==> src/rtl/pry2oht_pkg.sv <==
// Shared types and helpers for the priority-to-one-hot serializer family.
// Holds the FSM state type, direction selectors and the one-hot to binary encoder.
package pry2oht_pkg;

  typedef enum logic {
    IDLE,
    BUSY
  } state_e;

  localparam string DIR_LSB = "LSB";
  localparam string DIR_MSB = "MSB";

  localparam int OHT_MAXW   = 256;
  localparam int OHT_MAXLOG = 8;

  // Each index bit is the OR of every one-hot position whose index has that bit set.
  function automatic logic [OHT_MAXLOG-1:0] oht2bin(input logic [OHT_MAXW-1:0] oht);
    logic [OHT_MAXLOG-1:0] bin;
    bin = '0;
    for (int b = 0; b < OHT_MAXLOG; b++) begin
      for (int k = 0; k < OHT_MAXW; k++) begin
        if (k[b]) begin
          bin[b] = bin[b] | oht[k];
        end
      end
    end
    return bin;
  endfunction

endpackage

==> src/rtl/pry2oht_bck.sv <==
// Priority-to-one-hot as a backward tree: group-valid flows up, grant enable flows down.
// Purely combinational; ena gates every output bit so a disabled subtree grants nothing.
module pry2oht_bck
  import pry2oht_pkg::*;
#(
  parameter int    WIDTH     = 9,
  parameter int    SPLIT     = 3,
  parameter string DIRECTION = DIR_LSB
) (
  input  logic             ena,
  input  logic [WIDTH-1:0] pry,
  output logic [WIDTH-1:0] oht,
  output logic             vld
);

  localparam bit MSB_FIRST = (DIRECTION == DIR_MSB);

  if (WIDTH <= SPLIT) begin : g_leaf
    logic found;
    always_comb begin
      oht   = '0;
      found = 1'b0;
      for (int k = 0; k < WIDTH; k++) begin
        if (!MSB_FIRST && !found && pry[k]) begin
          oht[k] = ena;
          found  = 1'b1;
        end
        if (MSB_FIRST && !found && pry[WIDTH-1-k]) begin
          oht[WIDTH-1-k] = ena;
          found          = 1'b1;
        end
      end
    end
    assign vld = |pry;
  end else begin : g_node
    localparam int GSZ  = (WIDTH + SPLIT - 1) / SPLIT;
    localparam int NGRP = (WIDTH + GSZ - 1) / GSZ;

    logic [NGRP-1:0] grp_vld;
    logic [NGRP-1:0] grp_ena;
    logic            taken;

    // Only the first non-empty group in priority order keeps the enable.
    always_comb begin
      grp_ena = '0;
      taken   = 1'b0;
      for (int g = 0; g < NGRP; g++) begin
        if (!MSB_FIRST) begin
          grp_ena[g] = ena & ~taken;
          taken      = taken | grp_vld[g];
        end else begin
          grp_ena[NGRP-1-g] = ena & ~taken;
          taken             = taken | grp_vld[NGRP-1-g];
        end
      end
    end

    for (genvar g = 0; g < NGRP; g++) begin : g_sub
      localparam int LO = g * GSZ;
      localparam int SW = (g == NGRP - 1) ? (WIDTH - LO) : GSZ;
      pry2oht_bck #(
        .WIDTH     (SW),
        .SPLIT     (SPLIT),
        .DIRECTION (DIRECTION)
      ) u_sub (
        .ena (grp_ena[g]),
        .pry (pry[LO +: SW]),
        .oht (oht[LO +: SW]),
        .vld (grp_vld[g])
      );
    end

    assign vld = |grp_vld;
  end

endmodule

==> src/rtl/pry2oht_ser.sv <==
// Serializes an accepted request vector into one grant beat per set bit, in priority order.
// First beat one cycle after acceptance; outputs hold while o_rdy is low; last beat overlaps next accept.
module pry2oht_ser
  import pry2oht_pkg::*;
#(
  parameter  int    WIDTH     = 9,
  parameter  int    SPLIT     = 3,
  parameter  string DIRECTION = DIR_LSB,
  localparam int    WIDTHLOG  = $clog2(WIDTH)
) (
  input  logic                clk,
  input  logic                rst,
  input  logic                i_vld,
  output logic                i_rdy,
  input  logic [WIDTH-1:0]    i_pry,
  output logic                o_vld,
  input  logic                o_rdy,
  output logic [WIDTH-1:0]    o_oht,
  output logic [WIDTHLOG-1:0] o_bin,
  output logic                o_lst,
  output logic                o_zro
);

  state_e           state_q, state_d;
  logic [WIDTH-1:0] rem_q, rem_d;
  logic             zro_q, zro_d;
  logic [WIDTH-1:0] sel_oht;
  logic             rem_vld_unused;
  logic             busy;

  pry2oht_bck #(
    .WIDTH     (WIDTH),
    .SPLIT     (SPLIT),
    .DIRECTION (DIRECTION)
  ) u_bck (
    .ena (1'b1),
    .pry (rem_q),
    .oht (sel_oht),
    .vld (rem_vld_unused)
  );

  assign busy  = (state_q == BUSY);
  assign o_vld = busy;
  assign o_oht = busy ? sel_oht : '0;
  assign o_bin = busy ? WIDTHLOG'(oht2bin(OHT_MAXW'(sel_oht))) : '0;
  assign o_lst = busy & ~|(rem_q & ~sel_oht);
  assign o_zro = busy & zro_q;
  assign i_rdy = ~busy | (o_vld & o_rdy & o_lst);

  // A new vector accepted alongside the last beat overrides the drain update.
  always_comb begin
    state_d = state_q;
    rem_d   = rem_q;
    zro_d   = zro_q;
    if (o_vld && o_rdy) begin
      rem_d = rem_q & ~sel_oht;
      if (o_lst) begin
        state_d = IDLE;
      end
    end
    if (i_vld && i_rdy) begin
      rem_d   = i_pry;
      zro_d   = ~|i_pry;
      state_d = BUSY;
    end
  end

  always_ff @(posedge clk) begin
    if (rst) begin
      state_q <= IDLE;
      rem_q   <= '0;
      zro_q   <= 1'b0;
    end else begin
      state_q <= state_d;
      rem_q   <= rem_d;
      zro_q   <= zro_d;
    end
  end

endmodule

==> config.mk <==
export PLATFORM = sky130hd
export DESIGN_NAME = pry2oht_ser
export DESIGN_NICKNAME = d
export VERILOG_FILES = /design/src/rtl/pry2oht_pkg.sv /design/src/rtl/pry2oht_bck.sv /design/src/rtl/pry2oht_ser.sv
export SDC_FILE = /design/constraint.sdc
export NUM_CORES = 1
export LEC_CHECK = 0
export ABC_AREA = 1
export BUFFER_PORTS_ARGS = -buffer_cell sky130_fd_sc_hd__buf_2
export CAP_MARGIN = 10
export CELL_PAD_IN_SITES_DETAIL_PLACEMENT = 1
export CELL_PAD_IN_SITES_GLOBAL_PLACEMENT = 1
export CORE_MARGIN = 3
export CORE_UTILIZATION = 35
export DETAILED_ROUTE_END_ITERATION = 10
export HOLD_SLACK_MARGIN = 0.03
export PLACE_DENSITY_LB_ADDON = 0.1
export SETUP_SLACK_MARGIN = 0.1
export SLEW_MARGIN = 20
export SYNTH_ARGS = -nofsm -noshare
export SYNTH_HDL_FRONTEND = slang
export SYNTH_SLANG_ARGS = --single-unit
==> constraint.sdc <==
create_clock -name clk -period 4.4 [get_ports clk]
set_input_delay 0.44 -clock clk [delete_from_list [all_inputs] [get_ports clk]]
set_output_delay 0.44 -clock clk [all_outputs]
set_load 0.005 [all_outputs]
; ---- After elaboration in Yosys (flattened, before gate mapping)
; Index checks and enable logic that the tools add are counted.
[op_classes]
n_mux = 21
n_bitwise = 20
reduce_logical = 23
[ops]
columns = operator, n
row1 = two-way mux 9 bit, 3
row2 = OR reduction 9 bit, 2
row3 = two-way mux 1 bit, 17
row4 = bitwise OR 1 bit, 11
row5 = AND 9 bit, 1
row6 = inverter 9 bit, 1
row7 = logical AND 1 bit, 8
row8 = zero test 1 bit, 8
row9 = OR reduction 3 bit, 2
row10 = AND 1 bit, 4
row11 = two-way mux 4 bit, 1
row12 = nonzero test 2 bit, 2
row13 = inverter 1 bit, 3
row14 = AND reduction 2 bit, 1
[word_totals]
regBits = 11
in_bits = 13
out_inout_bits = 17
wordCells = 67

; ---- Logic depth before layout (Yosys ltp)
[depth]
depth_word = 17
ltp_mapped = 14
depth_no_buf = 14

; ---- Cells and area by module
; Synthesis repeated with hierarchy kept, for this count alone.
[hier_totals]
cells_unflattened = 191
hier_area_um2 = 1021.0
[by_module_without_submodules]
columns = mod, instances, cells_per_inst, area_each_um2, seq_area_each_um2
row1 = pry2oht_ser, 1, 154, 865.8, 220.2
row2 = pry2oht_bck (u_bck.g_node.g_sub[0].u_sub ...), 3, 10, 41.3, 0.0
row3 = pry2oht_bck (u_bck), 1, 7, 31.3, 0.0

; ---- Worst setup path after synthesis
; OpenSTA, ideal clock, no wires.
[synth_path]
path_type = register to output
startpoint = reg rem_q[0]
endpoint = out i_rdy
arrival_time_ps = 1307
required_time_ps = 3960
slack_ps = 2653
path_stages_with_launch = 9
n_path_buf = 1
cell_sequence = dfxtp_1 nor2_4 nand2_4 o21ai_0 nand2_1 nor2_2 nand3_2 nand2_4 buf_12
[synth_via]
elab_chain_cells = 14
elab_cells_between_ends = 25
classes_between = mux (10) / bitwise (8) / reduce/logical (7)
[synth_rtl]
columns = item, line_no
row1 = from (decl), pry2oht_ser.sv:25  ; logic [WIDTH-1:0] rem_q, rem_d;
row2 = from (signal assigned), pry2oht_ser.sv:75  ; rem_q <= rem_d;
row3 = two-way mux 1 bit, pry2oht_bck.sv:24  ; if (!MSB_FIRST && !found && pry[k]) begin
row4 = zero test 1 bit, pry2oht_bck.sv:24
row5 = logical AND 1 bit, pry2oht_bck.sv:24
row6 = two-way mux 1 bit, pry2oht_bck.sv:24
row7 = zero test 1 bit, pry2oht_bck.sv:24
row8 = logical AND 1 bit, pry2oht_bck.sv:24
row9 = two-way mux 1 bit, pry2oht_bck.sv:24
row10 = inverter 9 bit, pry2oht_ser.sv:46  ; assign o_lst = busy & ~|(rem_q & ~sel_oht);
row11 = AND 9 bit (*), pry2oht_ser.sv:46
row12 = OR reduction 9 bit (*), pry2oht_ser.sv:46
row13 = zero test 1 bit (*), pry2oht_ser.sv:46
row14 = AND 1 bit (*), pry2oht_ser.sv:46
row15 = AND 1 bit (*), pry2oht_ser.sv:48  ; assign i_rdy = ~busy | (o_vld & o_rdy & o_lst);
row16 = bitwise OR 1 bit (*), pry2oht_ser.sv:48
row17 = to (decl), pry2oht_ser.sv:14  ; output logic i_rdy,
; Every way passes the cells marked *; elsewhere a longest branch is shown, timed or not.

; ---- Worst setup path after layout
[layout_path]
startpoint = reg rem_q[3]
endpoint = out i_rdy
; Same word-level chain as after synthesis.

==> flow_metrics.py <==
metrics = {
    "status": {
        "status": "finished, final reports clean",
    },
    "yosys": {
        "synth.distinct_cells": 22,
        "netlist_instances": 148,
        "ys_ff_latch": 11,
        "synth_warnings": 0,
        "syn_area_um2": 902,
        "ys_seq_area_frac": 0.244,
        "syn_nets": 161,
        "avgSynthCellArea_um2": 6.10,
    },
    "critical_path": {
        "timing.rr.start": "rem_q[3]$_SDFFE_PP0P_",
        "critical-path-slowest-cell": "dfxtp_1",
        "path_cells": "inv_1, nand2_1, o21ai_0, nand2_1, nor2_2, nand3_2, nand2_4, buf_2",
        "arrival_ns": 1.91,
        "critPathLaunchType": "flop",
        "cp_common_cell": "nand2_1",
        "crit_path_max_incr_delay_ns": 0.35,
        "worstSetupPathType": "flop to primary output",
        "critical_path.top_delay_family": "simple AND/OR/NAND/NOR gates",
        "crit_start": "rem_q[3]$_SDFFE_PP0P_",
        "crit_buf_inv": 2,
        "endpoint_kind": "primary output",
        "crit_fanout": 13,
        "critPathRequiredTime_ns": 3.96,
    },
    "global_routing": {
        "grt_max_degree": 14,
        "antenna_found_initial": 0,
        "grt_pass1_vias": 1052,
        "grt_pass1_wl_um": 4640,
        "grt_usage": 0.179,
        "overflow": 0,
    },
    "final_layout": {
        "ff_latch_area_um2": 220,
        "area_delta_synth_final_pct": 17.3,
        "num_antenna_cells": 0,
        "final_layout_size_suffix_gt1_frac": 0.233,
        "layout.nets": 190,
        "multiInputGateArea_um2": 519,
        "nFillCells": 353,
        "final_area_mm2": 0.00106,
    },
    "placement": {
        "dp_hpwl_um": 2140,
        "gp_congestion": 0.785,
        "place_area_mm2": 0.00103,
        "io_buffers": 29,
    },
    "die": {
        "ios": 30,
        "start_util": 0.389,
        "fp-row-count": 17,
        "dieArea_mm2": 0.00322,
        "die_w_um": 56.8,
        "core_area_mm2": 0.00232,
        "die_h_um": 56.8,
    },
    "job": {
        "drv_cap": 0,
    },
    "timing": {
        "worst_pin_slew_ns": 0.767,
        "slew_viol_final": 0,
        "fmax_mhz": 425,
        "tns_ns": 0,
        "hold_violations": 0,
        "grt_setup_unrepaired": "false",
        "setup_viol": 0,
        "fin_crit_sh": 0.535,
        "fin_crit_ns": 2.35,
        "fin_worst_skew_ns": 0.00466,
        "maxSlewHeadroom": 0.486,
    },
    "clock_tree": {
        "clock_path_buffers": 2,
        "h-tree-depth": 1,
        "cts_tree": "built",
        "cts-root-buf": "clkbuf_4",
        "postCtsHoldBufs": 0,
        "cts_num_sinks": 11,
        "postCtsSetupBuffers": 0,
        "clk_pin_slew_ns": 0.08,
        "clock_latency_ns": 0.27,
        "numCtsBuffers": 3,
        "cts-resized-gates": 0,
    },
    "routing": {
        "final_antenna_net_count": 0,
        "wl_per_cell_um": 12.9,
        "detail_route.iter0.violations": 20,
        "drc": 0,
        "viasPerCell": 5.04,
        "vias": 1028,
        "routed_wl_um": 2620,
        "dr.pass1.iters": 4,
    },
    "min_path": {
        "hp-class": "input pin to flop",
        "hold_start": "rst",
    },
    "pwr": {
        "p_leak_nw": 0.623,
        "ir_drop_mv": 0.161,
        "p_per_area_mw_per_mm2": 288,
    },
}
-- registers in the layout, summed over array words and instances, names as in the netlist --
name and flops:
o_vld 1, rem_q 9, zro_q 1
-- placed cells by master (no fill, tap or decap), drive strengths merged --
cell	instances
dfxtp	11
a31oi	2
buf	29
clkbuf	4
nor3b	1
nand2	37
a221oi	1
nor4	5
inv	30
o21ai	8
nor2	10
a21oi	6
nor3	4
nand3	28
-- stage by stage --
| step | worst slack (ns) | hold WS (ns) | utilization | instances | total power (W) |
|---|---|---|---|---|---|
| final | 2.05 | 0.384 | 0.457 | 204 | 0.000305 |
| after global routing | 1.85 | 0.374 | 0.457 | 204 | 0.000331 |
| after CTS | 2.03 | 0.379 | 0.457 | 204 | 0.000308 |
| after detailed placement | 2.35 | 0.460 | 0.445 | 200 | 0.000235 |
| after global placement | 2.15 | 0.451 | 0.445 | 200 | 0.000232 |
| after floorplan | 2.65 | 0.433 | - | 148 | 0.000205 |
-- routing by layer --
layer / global-route usage / up-vias / routed length [um]
li1: - / 533 / -
met1: 0.225 / 464 / 1210
met2: 0.297 / 25 / 1220
met3: 0.0230 / 6 / 123
met4: 0.0927 / 0 / 72
met5: 0 / - / 0
-- power by group --
part	switching, W	internal [W]
clock network	0.0000377	0.0000351
registers	0.0000119	0.000108
logic	0.0000716	0.0000402
total	0.000121	0.000183
-- logic make-up (layout without fill, tap and decap cells) --
family	after synthesis	after routing	share of synthesized area
AO/OA/AOI/OAI	17	17	0.101
buffers and inverters	35	63	0.180
flip-flops	11	11	0.244
AND/OR/NAND/NOR	85	85	0.474
-- area by class of cell --
type / instances / share of cell area
multi-input cells: 102 / 0.491
flip-flops and latches: 11 / 0.208
repair buffers: 29 / 0.137
inverters: 30 / 0.106
well taps: 28 / 0.0331
clock buffers: 4 / 0.0248
-- synth_stat cells, drive strengths merged --
cell | n | area share
nor2 | 10 | 0.061
nand3 | 28 | 0.17
a21oi | 6 | 0.033
clkbuf | 2 | 0.012
nor3b | 1 | 0.0083
nor3 | 4 | 0.022
nand2 | 37 | 0.18
nor4 | 5 | 0.035
dfxtp | 11 | 0.24
a31oi | 2 | 0.014
o21ai | 8 | 0.044
buf | 3 | 0.043
inv | 30 | 0.12
a221oi | 1 | 0.0097
-- worst paths after layout --
check / end / slack, ns / depth (start not counted)
worst max-delay path: i_rdy / 2.05 / 8
worst max register to register: rem_q[4]$_SDFFE_PP0P_ / 2.37 / 12
worst min register to register: zro_q$_SDFFE_PP0P_ / 0.47 / 2
worst min-delay path: rem_q[0]$_SDFFE_PP0P_ / 0.38 / 2
Power figures use the tool's default switching activity.
